--- config.mk ---
export PLATFORM = sky130hd
export DESIGN_NAME = hand_register_responder
export DESIGN_NICKNAME = d
export VERILOG_FILES = /design/src/rtl/hand_register_responder.sv
export SDC_FILE = /design/constraint.sdc
export NUM_CORES = 1
export LEC_CHECK = 0
export CAP_MARGIN = 20
export CORE_MARGIN = 5
export CORE_UTILIZATION = 57
export CTS_CLUSTER_SIZE = 30
export DETAILED_ROUTE_END_ITERATION = 12
export DONT_BUFFER_PORTS = 1
export GPL_TIMING_DRIVEN = 0
export PLACE_DENSITY = 0.82
export SETUP_SLACK_MARGIN = 0.2
export SLEW_MARGIN = 20
export SYNTH_ARGS = -nofsm -noshare
export SYNTH_HDL_FRONTEND = slang
export SYNTH_SLANG_ARGS = --single-unit
--- constraint.sdc ---
create_clock -name clk -period 3.17 [get_ports clk]
set_input_delay 0.4755 -clock clk [delete_from_list [all_inputs] [get_ports clk]]
set_output_delay 0.4755 -clock clk [all_outputs]
set_load 0.01 [all_outputs]
--- src/rtl/hand_register_responder.sv ---
// Card-load responder: fetches a card over req/valid for each load strobe event,
// stores it in the addressed slot and returns registered hand scores.
// Optional macro STRICT_ORDER_EN enforces the deal order within a hand.
module hand_register_responder #(
  parameter int unsigned REQ_TIMEOUT = 255
) (
  input  logic       clk,
  input  logic       resetb,
  input  logic       load_pcard1,
  input  logic       load_pcard2,
  input  logic       load_pcard3,
  input  logic       load_dcard1,
  input  logic       load_dcard2,
  input  logic       load_dcard3,
  input  logic       card_valid,
  input  logic [3:0] card_in,
  output logic       card_req,
  output logic [3:0] pcard1,
  output logic [3:0] pcard2,
  output logic [3:0] pcard3,
  output logic [3:0] dcard1,
  output logic [3:0] dcard2,
  output logic [3:0] dcard3,
  output logic [3:0] pscore,
  output logic [3:0] dscore,
  output logic       card_done,
  output logic       proto_err,
  output logic       timeout_err
);

  localparam int unsigned NSLOT = 6;
  localparam int unsigned TW    = 8;

  typedef enum logic [1:0] {IDLE, REQ, UPDATE} state_t;

  state_t          state;
  logic [NSLOT-1:0] strb, strb_q, rise, tgt;
  logic [3:0]      slot [NSLOT];
  logic [TW-1:0]   cnt;
  logic            multi, order_ok, legal, card_ok;

  // Slot bit order: p1, p2, p3, d1, d2, d3
  assign strb    = {load_dcard3, load_dcard2, load_dcard1, load_pcard3, load_pcard2, load_pcard1};
  assign rise    = strb & ~strb_q;
  assign multi   = |(rise & (rise - 6'd1));
  assign card_ok = (card_in >= 4'd1) && (card_in <= 4'd13);
  assign legal   = (rise != '0) && !multi && order_ok;

`ifdef STRICT_ORDER_EN
  // One-hot of the last captured slot in this hand; zero means only pcard1 may follow
  logic [NSLOT-1:0] last;
  assign order_ok = rise[0] | (rise[3] & last[0]) | (rise[1] & last[3]) |
                    (rise[4] & last[1]) | (rise[2] & last[4]) |
                    (rise[5] & (last[4] | last[2]));
`else
  assign order_ok = 1'b1;
`endif

  function automatic logic [3:0] card_val(input logic [3:0] c);
    return ((c >= 4'd1) && (c <= 4'd9)) ? c : 4'd0;
  endfunction

  function automatic logic [3:0] hand_score(input logic [3:0] a, input logic [3:0] b,
                                            input logic [3:0] c);
    logic [4:0] s;
    s = 5'(card_val(a)) + 5'(card_val(b)) + 5'(card_val(c));
    if (s >= 5'd20)      return 4'(s - 5'd20);
    else if (s >= 5'd10) return 4'(s - 5'd10);
    else                 return 4'(s);
  endfunction

  always_ff @(posedge clk) begin
    if (resetb) begin
      state       <= IDLE;
      strb_q      <= '0;
      tgt         <= '0;
      cnt         <= '0;
      card_req    <= 1'b0;
      card_done   <= 1'b0;
      pscore      <= 4'd0;
      dscore      <= 4'd0;
      proto_err   <= 1'b0;
      timeout_err <= 1'b0;
      for (int i = 0; i < NSLOT; i++) slot[i] <= 4'd0;
`ifdef STRICT_ORDER_EN
      last        <= '0;
`endif
    end else begin
      strb_q    <= strb;
      card_done <= 1'b0;
      if ((rise != '0) && ((state != IDLE) || !legal)) proto_err <= 1'b1;
      case (state)
        IDLE: begin
          if (legal) begin
            tgt      <= rise;
            cnt      <= '0;
            card_req <= 1'b1;
            state    <= REQ;
            // pcard1 opens a new hand
            if (rise[0]) begin
              for (int i = 0; i < NSLOT; i++) slot[i] <= 4'd0;
`ifdef STRICT_ORDER_EN
              last <= '0;
`endif
            end
          end
        end
        REQ: begin
          if (card_valid && card_ok) begin
            for (int i = 0; i < NSLOT; i++) if (tgt[i]) slot[i] <= card_in;
            card_req <= 1'b0;
            state    <= UPDATE;
`ifdef STRICT_ORDER_EN
            last     <= tgt;
`endif
          end else begin
            if (card_valid) proto_err <= 1'b1;
            if (cnt == TW'(REQ_TIMEOUT - 1)) begin
              timeout_err <= 1'b1;
              card_req    <= 1'b0;
              state       <= IDLE;
            end else begin
              cnt <= cnt + 8'd1;
            end
          end
        end
        UPDATE: begin
          pscore    <= hand_score(slot[0], slot[1], slot[2]);
          dscore    <= hand_score(slot[3], slot[4], slot[5]);
          card_done <= 1'b1;
          state     <= IDLE;
        end
        default: state <= IDLE;
      endcase
    end
  end

  assign pcard1 = slot[0];
  assign pcard2 = slot[1];
  assign pcard3 = slot[2];
  assign dcard1 = slot[3];
  assign dcard2 = slot[4];
  assign dcard3 = slot[5];

endmodule

After elaboration in Yosys (flattened, before gate mapping)
Memories as Yosys holds them, arrays and structs flattened.
Cells that the tools add are included.
{"block": "classes", "addsub": 10, "magnitude_cmp": 18, "eq_ne": 7, "n_mux": 76, "bitwise_logic": 16, "reduce_logical": 23}
{"cell": "2-to-1 mux 4 bit", "n": 22}
{"cell": "2-to-1 mux 1 bit", "n": 45}
{"cell": ">= comparator 4 x 1 -> 1 bit, second input constant", "n": 7}
{"cell": "<= comparator 4 bit, second input constant", "n": 7}
{"cell": "2-to-1 mux 8 bit", "n": 3}
{"cell": "case mux 8 bit (2 select lines)", "n": 1}
{"cell": "AND 6 bit", "n": 2}
{"cell": "bitwise OR 1 bit", "n": 12}
{"cell": "adder 4 x 4 -> 5 bit", "n": 2}
{"cell": "adder 5 x 4 -> 5 bit", "n": 2}
{"cell": ">= comparator 5 x 4 -> 1 bit, second input constant", "n": 2}
{"cell": ">= comparator 5 bit, second input constant", "n": 2}
{"cell": "logical AND 1 bit", "n": 10}
{"cell": "adder 8 x 1 -> 8 bit, second input constant", "n": 1}
{"cell": "== test 8 bit, second input constant", "n": 1}
{"cell": "subtractor 4 x 3 -> 4 bit, second input constant", "n": 2}
{"cell": "subtractor 4 bit, second input constant", "n": 2}
{"cell": "2-to-1 mux 2 bit", "n": 3}
{"cell": "inequality test 2 bit, second input constant", "n": 3}
{"cell": "inverter 6 bit", "n": 1}
{"cell": "AND reduction 3 bit", "n": 2}
{"cell": "nonzero test 6 bit", "n": 1}
{"cell": "OR reduction 6 bit", "n": 1}
{"cell": "subtractor 6 x 1 -> 6 bit, second input constant", "n": 1}
{"cell": "12 further kinds", "n": 15}
{"block": "totals", "register_bits": 34, "ramBits": 24, "out_inout_bits": 36, "wordCells": 161, "mem_count": 1}
{"memory": "slot", "words": 6, "width": 4, "rd": 6, "rd_clocked_by_memory_dff": 0, "wr": 6, "line_no": "38", "rtl": "logic [3:0] slot [NSLOT];"}

Longest topological paths before layout
{"block": "logic_depth", "word_depth": 14, "ltp_mapped": 14, "ltp_nobuf": 14}

Least setup slack after synthesis
No wires, ideal clock.
{"block": "synth_path", "path_kind": "register to register", "start": "memory slot[0][1]", "end": "register pscore[3]", "setup_time_ps": 131, "arrival_ps": 3099, "required_ps": 3039, "setup_slack_ps": -60, "stages_incl_launch_ff": 13, "n_path_buf": 0, "synth_period_minus_slack_ps": 3230, "path_cell_list": "edfxtp_1 nor2b_1 fa_1 ha_1 fa_1 xor2_1 inv_1 ha_1 a211oi_1 mux2i_1 nor2_1 a311oi_1 nor3_1"}
{"element": "start, declared", "line_no": "38"}
{"element": "end signal, assigned", "line_no": "128", "rtl": "pscore <= hand_score(slot[0], slot[1], slot[2]);"}
{"element": "end, declared", "line_no": "24", "rtl": "output logic [3:0] pscore,"}

==> qor.yml <==
global_routing:
  grt.met1_usage: 0.233
  busiest_layer: "met2"
  antenna_found_initial: 0
  grt_max_degree: 11
  grt_remaining_overflow: 0
  use_met3: 0.0660
  grt_pass1_vias: 2347
  use_met2: 0.333
  grt_pass1_wl_mm: 11.5
  grt_usage: 0.200
pwr:
  combPwrFrac: 0.256
  power.sequential.fraction: 0.442
  p_sw_frac: 0.306
  internal_power_mw: 1.34
  power_frac_clock: 0.302
  p_switching_uw: 594
  power_density_nw_per_um2: 512
  ir_worst_vdd_mv: 0.343
  leakage_nw: 1.51
clock_network:
  cts_tree: "built"
  clk_pin_slew_ns: 0.07
  cts_buffer_depth: 2
  insertion_delay_ns: 0.33
  cts-buffers-inserted: 9
  cts_hold_buffers: 0
  cts_sinks: 58
  htree_num_levels: 3
  clockRootBuffer: "clkbuf_8"
hold_path:
  min_path_type: "in2reg"
  hold_path_depth: 1
logic_synthesis:
  syn_area_um2: 3230
  synth-main-ff-cell: "dfxtp_1"
  avgSynthCellArea_um2: 10.1
  yosysTopAreaCellShare: 0.223
  synth-seq-cells: 58
  netlist_instances: 321
  yosys-top-cells-area: "edfxtp_1, dfxtp_1, fa_1, ha_1, and3_1"
  synth-async-reset-ratio: 0
  yosysWarnings: 0
  synth_edf_count: 24
  synth_seq_area_share: 0.434
  ys_types: 49
  synth_top_area_cell: "edfxtp_1"
  synth_nets: 358
drt:
  routed_wl_mm: 7.16
  post_drt_wl_per_cell_um: 17.1
  dr_total_vias: 2423
  antenna_left: 0
  drt_iter0_markers: 93
  drtPass1Iterations: 4
  route.detailed.drc: 0
  avgViaCountPerCell: 5.80
placed_design:
  port_buffers: 0
  hpwl_mm: 5.19
  placed_cell_area_um2: 3390
  place_congestion: 0.899
floorplanning:
  dieArea_um2: 7270
  std_cell_rows: 27
  core_area_um2: 5510
  die_w_um: 85.3
  start_util: 0.586
  die_h_um: 85.3
  ios: 49
sta:
  timing.final.crit_period_ns: 3.16
  slew_violations: 0
  hold_violations: 0
  rsz0062_at_grt: "true"
  setup_violations: 0
  worst_slew_pin_slew_ns: 0.644
  hold_ws_ns: 0.277
  finalCritPeriodShare: 0.995
  fin_skew_ns: 0.00979
  slew_headroom: 0.571
  max_freq_ghz: 0.317
worst_setup_path:
  crit_type: "reg2reg"
  cp_cell_sequence: "o21ai_1, and2_4, fa_2, ha_4, fa_2, xor2_4, inv_2, ha_4, nor3b_4, nor3_2, inv_1, mux2i_1, nor4_1, a211o_1"
  slowest_delay_ns: 0.53
  critPathArrivalTime_ns: 3.37
  crit_slowest_cell: "edfxtp_1"
  path_max_fanout: 5
  reg2reg_depth: 14
  cp.required_ns: 3.39
  setup.worst_path.end_class: "flip-flop"
  start_kind: "flip-flop"
run:
  drv_cap: 0
run_status:
  status: "completed"
final_layout:
  drive_gt1_frac: 0.202
  syn2layout_area_growth_pct: 17.4
  final_cell_area_um2: 3790
  nets: 378
  n_antenna_cell: 0
## power groups by stage
stage | clock, mW | combinational (mW) | sequential [mW]
after floorplan | 0 | 0.284 | 0.859
after global placement | 0 | 0.332 | 0.869
after detailed placement | 0 | 0.347 | 0.871
after CTS | 0.588 | 0.415 | 0.856
after global routing | 0.627 | 0.545 | 0.860
final | 0.585 | 0.497 | 0.856
## metrics by stage
| step | total power, mW | cells | setup slack (ns) | utilization | setup TNS [ns] |
|---|---|---|---|---|---|
| floorplan | 1.14 | 321 | 0.111 | - | 0 |
| CTS | 1.86 | 416 | -0.00729 | 0.668 | -0.00729 |
| detailed placement | 1.22 | 393 | -0.131 | 0.616 | -0.305 |
| finish | 1.94 | 418 | 0.0147 | 0.688 | 0 |
| global route | 2.03 | 418 | -0.148 | 0.688 | -0.530 |
| global placement | 1.20 | 393 | -0.0671 | 0.616 | -0.126 |
## flip-flops by register name, indices dropped and copies added, names as in the netlist
register     count
card_done        1
card_req         1
cnt              8
dscore           4
proto_err        1
pscore           4
slot            24
state            2
strb_q           6
tgt              6
timeout_err      1
## critical path, delay by kind of cell, from the launching register on
family                     cells  cell delay, ns
AOI/OAI and AO/OA              2            0.36
xor gates and xnor gates       1            0.16
adders and majority gates      4            1.12
buffers and inverters          2            0.11
DFF                            1            0.53
muxes                          1            0.19
and+or+nand+nor                4            0.56
## cells in the final DEF, fill, tap and decap left out, types with 4 or more instances in the layout
| cell | synthesis | routed |
|---|---|---|
| nor3_1 | 9 | 8 |
| clkbuf_1 | 7 | 9 |
| ha_4 | 0 | 6 |
| and3_1 | 24 | 24 |
| nand3_1 | 7 | 7 |
| mux2i_1 | 6 | 6 |
| inv_1 | 11 | 7 |
| fa_2 | 0 | 4 |
| edfxtp_1 | 24 | 24 |
| xnor2_1 | 4 | 4 |
| ha_1 | 14 | 7 |
| dfxtp_1 | 34 | 34 |
| and2_1 | 7 | 4 |
| nor2b_1 | 23 | 19 |
| nor2b_4 | 1 | 5 |
| nor3b_1 | 10 | 6 |
| nand2_1 | 25 | 25 |
| nor2_1 | 26 | 26 |
| fa_1 | 10 | 6 |
| nand2b_1 | 4 | 4 |
| o21ai_1 | 0 | 5 |
| clkbuf_8 | 0 | 10 |
| o21ai_0 | 13 | 7 |
| a21oi_1 | 15 | 14 |
| buf_4 | 0 | 7 |
## worst paths after layout
| check | start | slack, ns | end |
|---|---|---|---|
| max reg2reg | slot[3][3] | 0.01 | dscore[1] |
| min | load_pcard1 | 0.28 | strb_q[0] |
| max | slot[3][3] | 0.01 | dscore[1] |
| min reg2reg | pscore[2] | 0.51 | pscore[2] |
## layout make-up
class	instances	area, µm²
Inverter	11	43.8
Tap cell	72	90.1
Buffer	8	37.5
Sequential cell	58	1400
Multi-Input combinational cell	244	1980
Clock inverter	4	18.8
Clock buffer	12	145
Timing Repair Buffer	9	75.1
Fill cell	421	1720
## timing repair
| item | 4_1_cts | 5_1_grt |
|---|---|---|
| setup endpoints to repair | 6 | 6 |
| buffers inserted | 7 | 2 |
| resized for setup | 15 | 22 |
| pin swaps | 18 | 14 |
## Yosys cell counts, types with 2 or more instances
master     number
xnor2_1         4
nor3_1          9
nor3b_1        10
nand3_1         7
nand4_1         3
nand2_1        25
a21o_1          2
a211o_1         3
or3_4           2
fa_1           10
nor2b_1        23
a21oi_2         2
nor2_1         26
ha_1           14
a31oi_4         2
clkbuf_1        7
nand2b_1        4
edfxtp_1       24
o2111ai_1       3
xor2_1          6
nor4_1          2
mux2i_1         6
and2_1          7
o211ai_1        2
dfxtp_1        34
and3_1         24
o21ai_0        13
inv_1          11
and2b_1         2
a21oi_1        15
## routing by layer
layer / part of all wire / vias to the layer above
li1: - / 1181
met1: 0.39 / 1153
met2: 0.51 / 76
met3: 0.077 / 13
met4: 0.020 / 0
met5: 0 / -
## logic make-up (layout without fill, tap and decap cells)
| kind of cell | count (synthesis) | after routing | share of synthesized area |
|---|---|---|---|
| and+or+nand+nor | 151 | 151 | 0.260 |
| DFF | 58 | 58 | 0.434 |
| AOI/OAI and AO/OA | 52 | 52 | 0.116 |
| adders and majority gates | 25 | 25 | 0.119 |
| buffers and inverters | 19 | 44 | 0.0244 |
| xor gates and xnor gates | 10 | 10 | 0.0271 |
| muxes | 6 | 6 | 0.0186 |
Power figures use the tool's default switching activity.
